===== src/rtl/ula_74181_seq_if.sv =====
// rtl/ula_74181_seq_if.sv - start/ready/done handshake and operand/result bundle for ula_74181_seq
interface ula_74181_seq_if #(
    parameter int WIDTH = 16
);
    logic             start;
    logic [WIDTH-1:0] a;
    logic [WIDTH-1:0] b;
    logic [3:0]       s;
    logic             m;
    logic             c_in;
    logic             ready;
    logic             busy;
    logic             done;
    logic [WIDTH-1:0] f;
    logic             c_out;
    logic             a_eq_b;
    logic             zero;

    modport master (
        output start, a, b, s, m, c_in,
        input  ready, busy, done, f, c_out, a_eq_b, zero
    );

    modport slave (
        input  start, a, b, s, m, c_in,
        output ready, busy, done, f, c_out, a_eq_b, zero
    );
endinterface


===== src/rtl/ula_74181_seq.sv =====
// rtl/ula_74181_seq.sv - slice-serial 74181-style ALU, one SLICE_W slice per clock, LSB first
module ula_74181_seq #(
    parameter int WIDTH   = 16,
    parameter int SLICE_W = 4
) (
    input  logic               clk,
    input  logic               rst,
    ula_74181_seq_if.slave     bus
);
    localparam int NSLICE = WIDTH / SLICE_W;
    localparam int IW     = (NSLICE > 1) ? $clog2(NSLICE) : 1;

    if ((WIDTH % SLICE_W) != 0 || WIDTH < SLICE_W) begin : g_width_check
        $error("ula_74181_seq: WIDTH must be a non-zero multiple of SLICE_W");
    end

    typedef enum logic [1:0] {IDLE, RUN, DONE} state_t;

    state_t           state, state_next;
    logic [IW-1:0]    idx;
    logic             carry;
    logic [WIDTH-1:0] a_q, b_q, acc;
    logic [3:0]       s_q;
    logic             m_q;
    logic [WIDTH-1:0] f_q;
    logic             c_out_q, a_eq_b_q, zero_q;

    logic [WIDTH-1:0] l_full, p_full, q_full, acc_next;
    logic [SLICE_W-1:0] p_sl, q_sl, l_sl, r_sl;
    logic [SLICE_W:0]   sum;
    logic               carry_next;
    logic               last;

    // Full-width P/Q and logic terms are purely bitwise, so slicing them keeps the ripple exact.
    always_comb begin
        l_full = '0;
        p_full = a_q;
        q_full = '0;
        case (s_q)
            4'b0000: l_full = ~a_q;
            4'b0001: l_full = ~(a_q | b_q);
            4'b0010: l_full = ~a_q & b_q;
            4'b0011: l_full = '0;
            4'b0100: l_full = ~(a_q & b_q);
            4'b0101: l_full = ~b_q;
            4'b0110: l_full = a_q ^ b_q;
            4'b0111: l_full = a_q & ~b_q;
            4'b1000: l_full = ~a_q | b_q;
            4'b1001: l_full = ~(a_q ^ b_q);
            4'b1010: l_full = b_q;
            4'b1011: l_full = a_q & b_q;
            4'b1100: l_full = '1;
            4'b1101: l_full = a_q | ~b_q;
            4'b1110: l_full = a_q | b_q;
            default: l_full = a_q;
        endcase
        case (s_q)
            4'b0000: begin p_full = a_q;         q_full = '0;          end
            4'b0001: begin p_full = a_q | b_q;   q_full = '0;          end
            4'b0010: begin p_full = a_q | ~b_q;  q_full = '0;          end
            4'b0011: begin p_full = '0;          q_full = '1;          end
            4'b0100: begin p_full = a_q;         q_full = a_q & ~b_q;  end
            4'b0101: begin p_full = a_q | b_q;   q_full = a_q & ~b_q;  end
            4'b0110: begin p_full = a_q;         q_full = ~b_q;        end
            4'b0111: begin p_full = a_q & ~b_q;  q_full = '1;          end
            4'b1000: begin p_full = a_q;         q_full = a_q & b_q;   end
            4'b1001: begin p_full = a_q;         q_full = b_q;         end
            4'b1010: begin p_full = a_q | ~b_q;  q_full = a_q & b_q;   end
            4'b1011: begin p_full = a_q & b_q;   q_full = '1;          end
            4'b1100: begin p_full = a_q;         q_full = a_q;         end
            4'b1101: begin p_full = a_q | b_q;   q_full = a_q;         end
            4'b1110: begin p_full = a_q | ~b_q;  q_full = a_q;         end
            default: begin p_full = a_q;         q_full = '1;          end
        endcase
    end

    always_comb begin
        p_sl = '0;
        q_sl = '0;
        l_sl = '0;
        for (int k = 0; k < NSLICE; k++) begin
            if (idx == IW'(k)) begin
                p_sl = p_full[k*SLICE_W +: SLICE_W];
                q_sl = q_full[k*SLICE_W +: SLICE_W];
                l_sl = l_full[k*SLICE_W +: SLICE_W];
            end
        end
        sum        = {1'b0, p_sl} + {1'b0, q_sl} + {{SLICE_W{1'b0}}, carry};
        r_sl       = m_q ? l_sl : sum[SLICE_W-1:0];
        carry_next = m_q ? 1'b0 : sum[SLICE_W];
        acc_next   = acc;
        for (int k = 0; k < NSLICE; k++) begin
            if (idx == IW'(k)) acc_next[k*SLICE_W +: SLICE_W] = r_sl;
        end
        last = (idx == IW'(NSLICE - 1));
    end

    always_ff @(posedge clk or posedge rst) begin
        if (rst) state <= IDLE;
        else     state <= state_next;
    end

    always_comb begin
        state_next = state;
        bus.ready  = 1'b0;
        bus.busy   = 1'b0;
        bus.done   = 1'b0;
        case (state)
            IDLE: begin
                bus.ready = 1'b1;
                if (bus.start) state_next = RUN;
            end
            RUN: begin
                bus.busy = 1'b1;
                if (last) state_next = DONE;
            end
            DONE: begin
                bus.busy   = 1'b1;
                bus.done   = 1'b1;
                state_next = IDLE;
            end
            default: state_next = IDLE;
        endcase
    end

    always_ff @(posedge clk or posedge rst) begin
        if (rst) begin
            idx      <= '0;
            carry    <= 1'b0;
            a_q      <= '0;
            b_q      <= '0;
            s_q      <= '0;
            m_q      <= 1'b0;
            acc      <= '0;
            f_q      <= '0;
            c_out_q  <= 1'b0;
            a_eq_b_q <= 1'b0;
            zero_q   <= 1'b0;
        end else begin
            case (state)
                IDLE: begin
                    if (bus.start) begin
                        a_q   <= bus.a;
                        b_q   <= bus.b;
                        s_q   <= bus.s;
                        m_q   <= bus.m;
                        carry <= bus.c_in;
                        idx   <= '0;
                    end
                end
                RUN: begin
                    acc   <= acc_next;
                    carry <= carry_next;
                    if (last) begin
                        f_q      <= acc_next;
                        c_out_q  <= carry_next;
                        a_eq_b_q <= (a_q == b_q);
                        zero_q   <= (acc_next == '0);
                    end else begin
                        idx <= idx + 1'b1;
                    end
                end
                default: ;
            endcase
        end
    end

    assign bus.f      = f_q;
    assign bus.c_out  = c_out_q;
    assign bus.a_eq_b = a_eq_b_q;
    assign bus.zero   = zero_q;
endmodule


===== src/flat_wrapper.sv =====
// flat-port wrapper written by rule: the top's interface ports become plain ports
module ula_74181_seq_flat 
#(
    parameter int WIDTH   = 16,
    parameter int SLICE_W = 4
)
  (clk, rst, bus_start, bus_a, bus_b, bus_s, bus_m, bus_c_in, bus_ready, bus_busy, bus_done, bus_f, bus_c_out, bus_a_eq_b, bus_zero);
  ula_74181_seq_if #(.WIDTH(WIDTH)) bus_i ();
  input  logic clk;
  input  logic rst;
  input wire logic [$bits(bus_i.start)-1:0] bus_start;
  input wire logic [$bits(bus_i.a)-1:0] bus_a;
  input wire logic [$bits(bus_i.b)-1:0] bus_b;
  input wire logic [$bits(bus_i.s)-1:0] bus_s;
  input wire logic [$bits(bus_i.m)-1:0] bus_m;
  input wire logic [$bits(bus_i.c_in)-1:0] bus_c_in;
  output wire logic [$bits(bus_i.ready)-1:0] bus_ready;
  output wire logic [$bits(bus_i.busy)-1:0] bus_busy;
  output wire logic [$bits(bus_i.done)-1:0] bus_done;
  output wire logic [$bits(bus_i.f)-1:0] bus_f;
  output wire logic [$bits(bus_i.c_out)-1:0] bus_c_out;
  output wire logic [$bits(bus_i.a_eq_b)-1:0] bus_a_eq_b;
  output wire logic [$bits(bus_i.zero)-1:0] bus_zero;
  assign bus_i.start = bus_start;
  assign bus_i.a = bus_a;
  assign bus_i.b = bus_b;
  assign bus_i.s = bus_s;
  assign bus_i.m = bus_m;
  assign bus_i.c_in = bus_c_in;
  assign bus_ready = bus_i.ready;
  assign bus_busy = bus_i.busy;
  assign bus_done = bus_i.done;
  assign bus_f = bus_i.f;
  assign bus_c_out = bus_i.c_out;
  assign bus_a_eq_b = bus_i.a_eq_b;
  assign bus_zero = bus_i.zero;
  ula_74181_seq #(.WIDTH(WIDTH), .SLICE_W(SLICE_W)) u_core (.clk(clk), .rst(rst), .bus(bus_i));
endmodule

===== config.mk =====
export PLATFORM = sky130hd
export DESIGN_NAME = ula_74181_seq_flat
export DESIGN_NICKNAME = d
export VERILOG_FILES = /design/src/rtl/ula_74181_seq_if.sv /design/src/rtl/ula_74181_seq.sv /design/src/flat_wrapper.sv
export SDC_FILE = /design/constraint.sdc
export NUM_CORES = 1
export LEC_CHECK = 0
export CAP_MARGIN = 20
export CORE_ASPECT_RATIO = 0.75
export CORE_MARGIN = 10
export CORE_UTILIZATION = 45
export CTS_CLUSTER_DIAMETER = 200
export DETAILED_ROUTE_END_ITERATION = 8
export GPL_ROUTABILITY_DRIVEN = 0
export PLACE_DENSITY = 0.68
export SETUP_SLACK_MARGIN = 0.5
export SYNTH_ARGS = -nofsm -noshare
export SYNTH_HDL_FRONTEND = slang
export SYNTH_SLANG_ARGS = --single-unit

===== constraint.sdc =====
create_clock -name clk -period 5.02 [get_ports clk]
set_input_delay 1.004 -clock clk [delete_from_list [all_inputs] [get_ports clk]]
set_output_delay 1.004 -clock clk [all_outputs]
set_load 0.05 [all_outputs]

Yosys cells after proc, flatten, opt, wreduce, memory -nomap -nowiden --
Index checks and enable logic that the tools add are counted.
Storage, ports and cells: register bits 77, latch bits 0, RAM bits 0, ROM bits 0, bits of input ports 41, output and inout port bits 22, logic and storage cells 98, memories 0
Operators by class: add/sub/neg operators 3, multiply operators 0, div/mod/pow operators 0, order comparisons 0, eq/ne operators 23, shifts and indexed selects 0, muxes and demuxes 31, bitwise operators 12, reduce and logical (&&, ||, !) cells 17
Operator list (count):
- one-hot mux 16 bit (15 select lines) | 1
- one-hot mux 16 bit (6 select lines) | 1
- inverter 16 bit | 5
- one-hot mux 16 bit (5 select lines) | 1
- two-way mux 4 bit | 16
- bitwise AND 16 bit | 3
- bitwise OR 16 bit | 3
- == test 4 bit (second input constant) | 7
- == test 16 bit | 1
- == test 4 x 3 -> 1 bit (second input constant) | 4
- zero test 16 bit | 1
- bitwise XOR 16 bit | 1
- OR reduction 3 bit | 4
- == test 4 x 2 -> 1 bit (second input constant) | 2
- two-way mux 2 bit | 4
- one-hot mux 2 bit (2 select lines) | 2
- AND reduction 2 bit | 4
- == test 2 bit (second input constant) | 3
- OR reduction 2 bit | 3
- adder 4 x 4 -> 5 bit | 1
- adder 5 x 1 -> 5 bit | 1
- two-way mux 1 bit | 5
- == test 2 x 1 -> 1 bit (second input constant) | 2
- == test 4 x 1 -> 1 bit (second input constant) | 1
- other kinds (8) | 10

Depth between registers and ports, before layout --
depth after elaboration 12, mapped depth 23, gate-level depth less buffers 20

Least setup slack after synthesis --
No wires, ideal clock.
kind register to register, start reg u_core.s_q[3], end reg u_core.zero_q (netlist: u_core.bus.zero), arrival 4.036 ns, data required time 4.928 ns, slack 0.893 ns, stages on the path, launching flop included 21, path buffers 5, period minus slack after synthesis 4.127 ns, cell sequence dfrtp_1 > buf_6 > buf_6 > buf_2 > buf_2 > buf_4 > a21oi_1 > a21oi_2 > a221o_1 > a221oi_1 > a21oi_1 > o21ai_0 > fa_1 > inv_1 > fa_1 > mux2i_1 > a31oi_1 > mux2_2 > a31o_1 > or2_1 > o31ai_2
On the way: cells in the longest elaborated chain, start to end 12, elaborated cells between the ends (all ways) 43, those cells by class add/sub: 2; eq/ne: 14; mux: 19; reduce/logical: 8
Ends and longest elaborated chain:
- start: declaration | line ula_74181_seq.sv:23 | logic [3:0] s_q;
- start signal: assignment | line ula_74181_seq.sv:145 | s_q <= bus.s;
- == test 4 bit, or another cell as far along | line ula_74181_seq.sv:39, ula_74181_seq.sv:57
- OR reduction 3 bit (no source line) / OR reduction 2 bit (equally long branches)
- one-hot mux 16 bit (6 select lines) / one-hot mux 16 bit (5 select lines) (equally long branches) | line ula_74181_seq.sv:57 | case (s_q)
- two-way mux 4 bit (4 in a row) | line ula_74181_seq.sv:82 | if (idx == IW'(k)) begin
- adder 4 x 4 -> 5 bit | line ula_74181_seq.sv:88 | sum = {1'b0, p_sl} + {1'b0, q_sl} + {{SLICE_W{1'b0}}, carry};
- adder 5 x 1 -> 5 bit | line ula_74181_seq.sv:88
- two-way mux 4 bit (*) | line ula_74181_seq.sv:89 | r_sl = m_q ? l_sl : sum[SLICE_W-1:0];
- two-way mux 4 bit | line ula_74181_seq.sv:93 | if (idx == IW'(k)) acc_next[k*SLICE_W +: SLICE_W] = r_sl;
- zero test 16 bit (*) | line ula_74181_seq.sv:158 | zero_q <= (acc_next == '0);
- end signal: assignment | line ula_74181_seq.sv:158
- end: declaration | line ula_74181_seq.sv:26 | logic c_out_q, a_eq_b_q, zero_q;
Mark *: on every way between the ends. The rest lies on a longest branch, timed or not. A chain may end at the register's enable or synchronous reset.

Final worst setup path --
start reg u_core.s_q[1], end reg u_core.zero_q (netlist: u_core.bus.zero)
Same word-level chain as after synthesis.

==> results.json <==
{
  "worstSetupEndpointType": "register",
  "cp_max_fo": 13,
  "cts_made_buffers": 9,
  "cts_tree": "built",
  "synth_top_area_share": 0.2341,
  "finalSetupTns_ns": 0,
  "core.rowCount": 41,
  "root_buffer": "clkbuf_16",
  "synth_area_leaders": "dfrtp_1 (23%), ha_1 (12%), mux2_2 (7.3%), a21oi_1 (4.1%), o21ai_0 (3.4%)",
  "synth_cell_types": 84,
  "drc": 0,
  "syn_area_um2": 7910,
  "path_cells": "buf_4 -> nor3b_4 -> a21o_1 -> a221oi_2 -> a22oi_1 -> o22ai_1 -> a22o_1 -> a22o_1 -> fa_1 -> inv_1 -> fa_1 -> mux2i_1 -> a31oi_1 -> mux2_2 -> a31o_1 -> or2_1 -> o31ai_2",
  "syn_avg_cell_area_um2": 8.388,
  "drtIter0Drc": 1570,
  "min_period_over_period": 0.8702,
  "yosys_most_used_dff": "dfrtp_1",
  "setup_viol": 0,
  "critPathBufInv": 2,
  "tightest_slew_ns": 1.092,
  "cts_hold_buf": 0,
  "final_antenna_net_count": 0,
  "crit_arrival_ns": 4.64,
  "layout-drive-gt1-share": 0.1640,
  "hold_viol": 0,
  "synth.largest_area_cell": "dfrtp_1",
  "synth_fp_nets": 1060,
  "startpoint_type": "register",
  "die_y_um": 134.8,
  "via_count": 8318,
  "io_buffers": 62,
  "status": "completed",
  "most-common-layout-cells": "ha_1 (73), dfrtp_1 (70), a21oi_1 (65)",
  "ys_ff_latch": 74,
  "critPathTopFamily": "compound AO/OA/AOI/OAI gates",
  "io-pin-count": 63,
  "grt_usage": 0.2397,
  "hp-class": "register to register",
  "dp_hpwl_mm": 21.28,
  "path_class": "register to register",
  "wirelength_mm": 29.19,
  "nets": 1118,
  "cp.required_ns": 5.29,
  "async_flop_share": 1.000,
  "drt-wirelength-per-cell_um": 23.50,
  "grt_remaining_overflow": 0,
  "cpMaxStageDelayCell": "dfrtp_2",
  "grt_pass1_vias": 7639,
  "yosys_warnings": 0,
  "slowest_delay_ns": 0.49,
  "slew_viol_final": 0,
  "antenna_found_initial": 0,
  "slew_headroom": 0.2701,
  "grt_max_degree": 39,
  "max_freq_mhz": 228.9,
  "postSynthCellCount": 943,
  "diodes": 0,
  "ys_seq_area_frac": 0.2341,
  "grt_first_pass_wirelength_mm": 44.86,
  "clkLatencyLatePin_ns": 0.36,
  "drv_cap": 0,
  "viasPerCell": 6.697,
  "rsz0062_at_grt": "no",
  "finClkSkew_ns": 0.01800,
  "cts_max_path_buffers": 2,
  "drtPass1Iterations": 7,
  "cts_htree_levels": 3,
  "dieArea_um2": 23340,
  "start_util": 0.4644,
  "synth-edff-count": 0,
  "min_period_ns": 4.369,
  "core-area_um2": 17030,
  "layout_commonest_cell": "ha_1",
  "die_x_um": 173.1,
  "syn2layout_area_growth_pct": 17.10,
  "clk_pin_slew_ns": 0.08,
  "fillers": 1584,
  "cts.sinks": 74
}
==> registers in the layout, summed over array words and instances (netlist names) <==
register and cells:
u_core.m_q 1, u_core.bus.c_out 1, u_core.acc 13, u_core.bus.f 16
u_core.idx 2, u_core.a_q 16, u_core.carry 1, u_core.b_q 16
u_core.s_q 4, u_core.bus.zero 1, u_core.bus.a_eq_b 1, u_core.state 2
==> cell usage after synthesis (all sizes together), types with 6 or more instances <==
library cell	instances
or3	6
or2	8
a22o	11
o221ai	7
a31oi	10
nand3	10
nor3b	6
a21o	16
a2bb2oi	7
nand3b	14
mux2	52
o22ai	32
o2111ai	6
dfrtp	74
nand2b	19
nor2	59
a21oi	66
a221oi	17
ha	74
inv	50
a2111oi	6
clkbuf	31
buf	43
and3b	6
o21ai	61
nor4	6
mux2i	15
nand2	65
o2bb2ai	8
o21a	6
nor2b	16
nor3	15
a211o	6
a22oi	30
a211oi	9
==> logic make-up after synthesis <==
kind of cell	Yosys count	synth area share
compound gates	344	0.3029
simple gates	256	0.1719
buf+inv	125	0.07482
fa+ha+maj	76	0.1221
flops	74	0.2341
mux	67	0.09301
xor+xnor	1	0.001107
==> final timing paths <==
path / from / end / slack [ns] / cells past startpoint
worst max-delay path: u_core.s_q[1] / u_core.bus.zero / 0.65 / 17
worst min-delay path: u_core.bus.f[12] / u_core.bus.f[12] / 0.48 / 1
worst max register to register: u_core.s_q[1] / u_core.bus.zero / 0.65 / 17
worst min register to register: u_core.bus.f[12] / u_core.bus.f[12] / 0.48 / 1
max in group asynchronous: rst / u_core.a_q[4] / 3.04 / 3
min in group asynchronous: rst / u_core.b_q[2] / 1.04 / 2
==> metal layers <==
layer	routed length, um	track usage	part of all wire	up-vias
met3	4199	0.08886	0.14	132
li1	-	-	-	3659
met5	0	0	0	-
met1	12310	0.3328	0.42	3878
met2	11350	0.3232	0.39	649
met4	1330	0.09986	0.046	0
==> what timing repair did <==
item,in CTS,in global routing
setup endpoints to repair,0,13
setup buffers,0,10
gates resized for setup,0,20
==> area by class of cell <==
class                   count  area, um2  area share
multi-input cells         744       5532      0.5972
repair buffers            121       1074      0.1159
clock inverters             7      82.58    0.008915
well taps                 236      295.3     0.03188
inverters                  51      195.2     0.02107
clock buffers               9      225.2     0.02431
flip-flops and latches     74       1859      0.2007
==> through the flow <==
stage	hold WS [ns]	cells	util	area, um2	worst slack, ns
floorplan	0.4495	943	-	7910	0.8926
global placement	0.4624	1216	0.5173	8811	0.6440
detailed placement	0.4649	1216	0.5173	8811	0.5585
CTS	0.4838	1232	0.5354	9119	0.5228
global route	0.5074	1242	0.5439	9263	0.4395
finish	0.4789	1242	0.5439	9263	0.6514
Power is not shown: default switching activity piles up to over one toggle a cycle in this logic, so the estimate is an artifact.
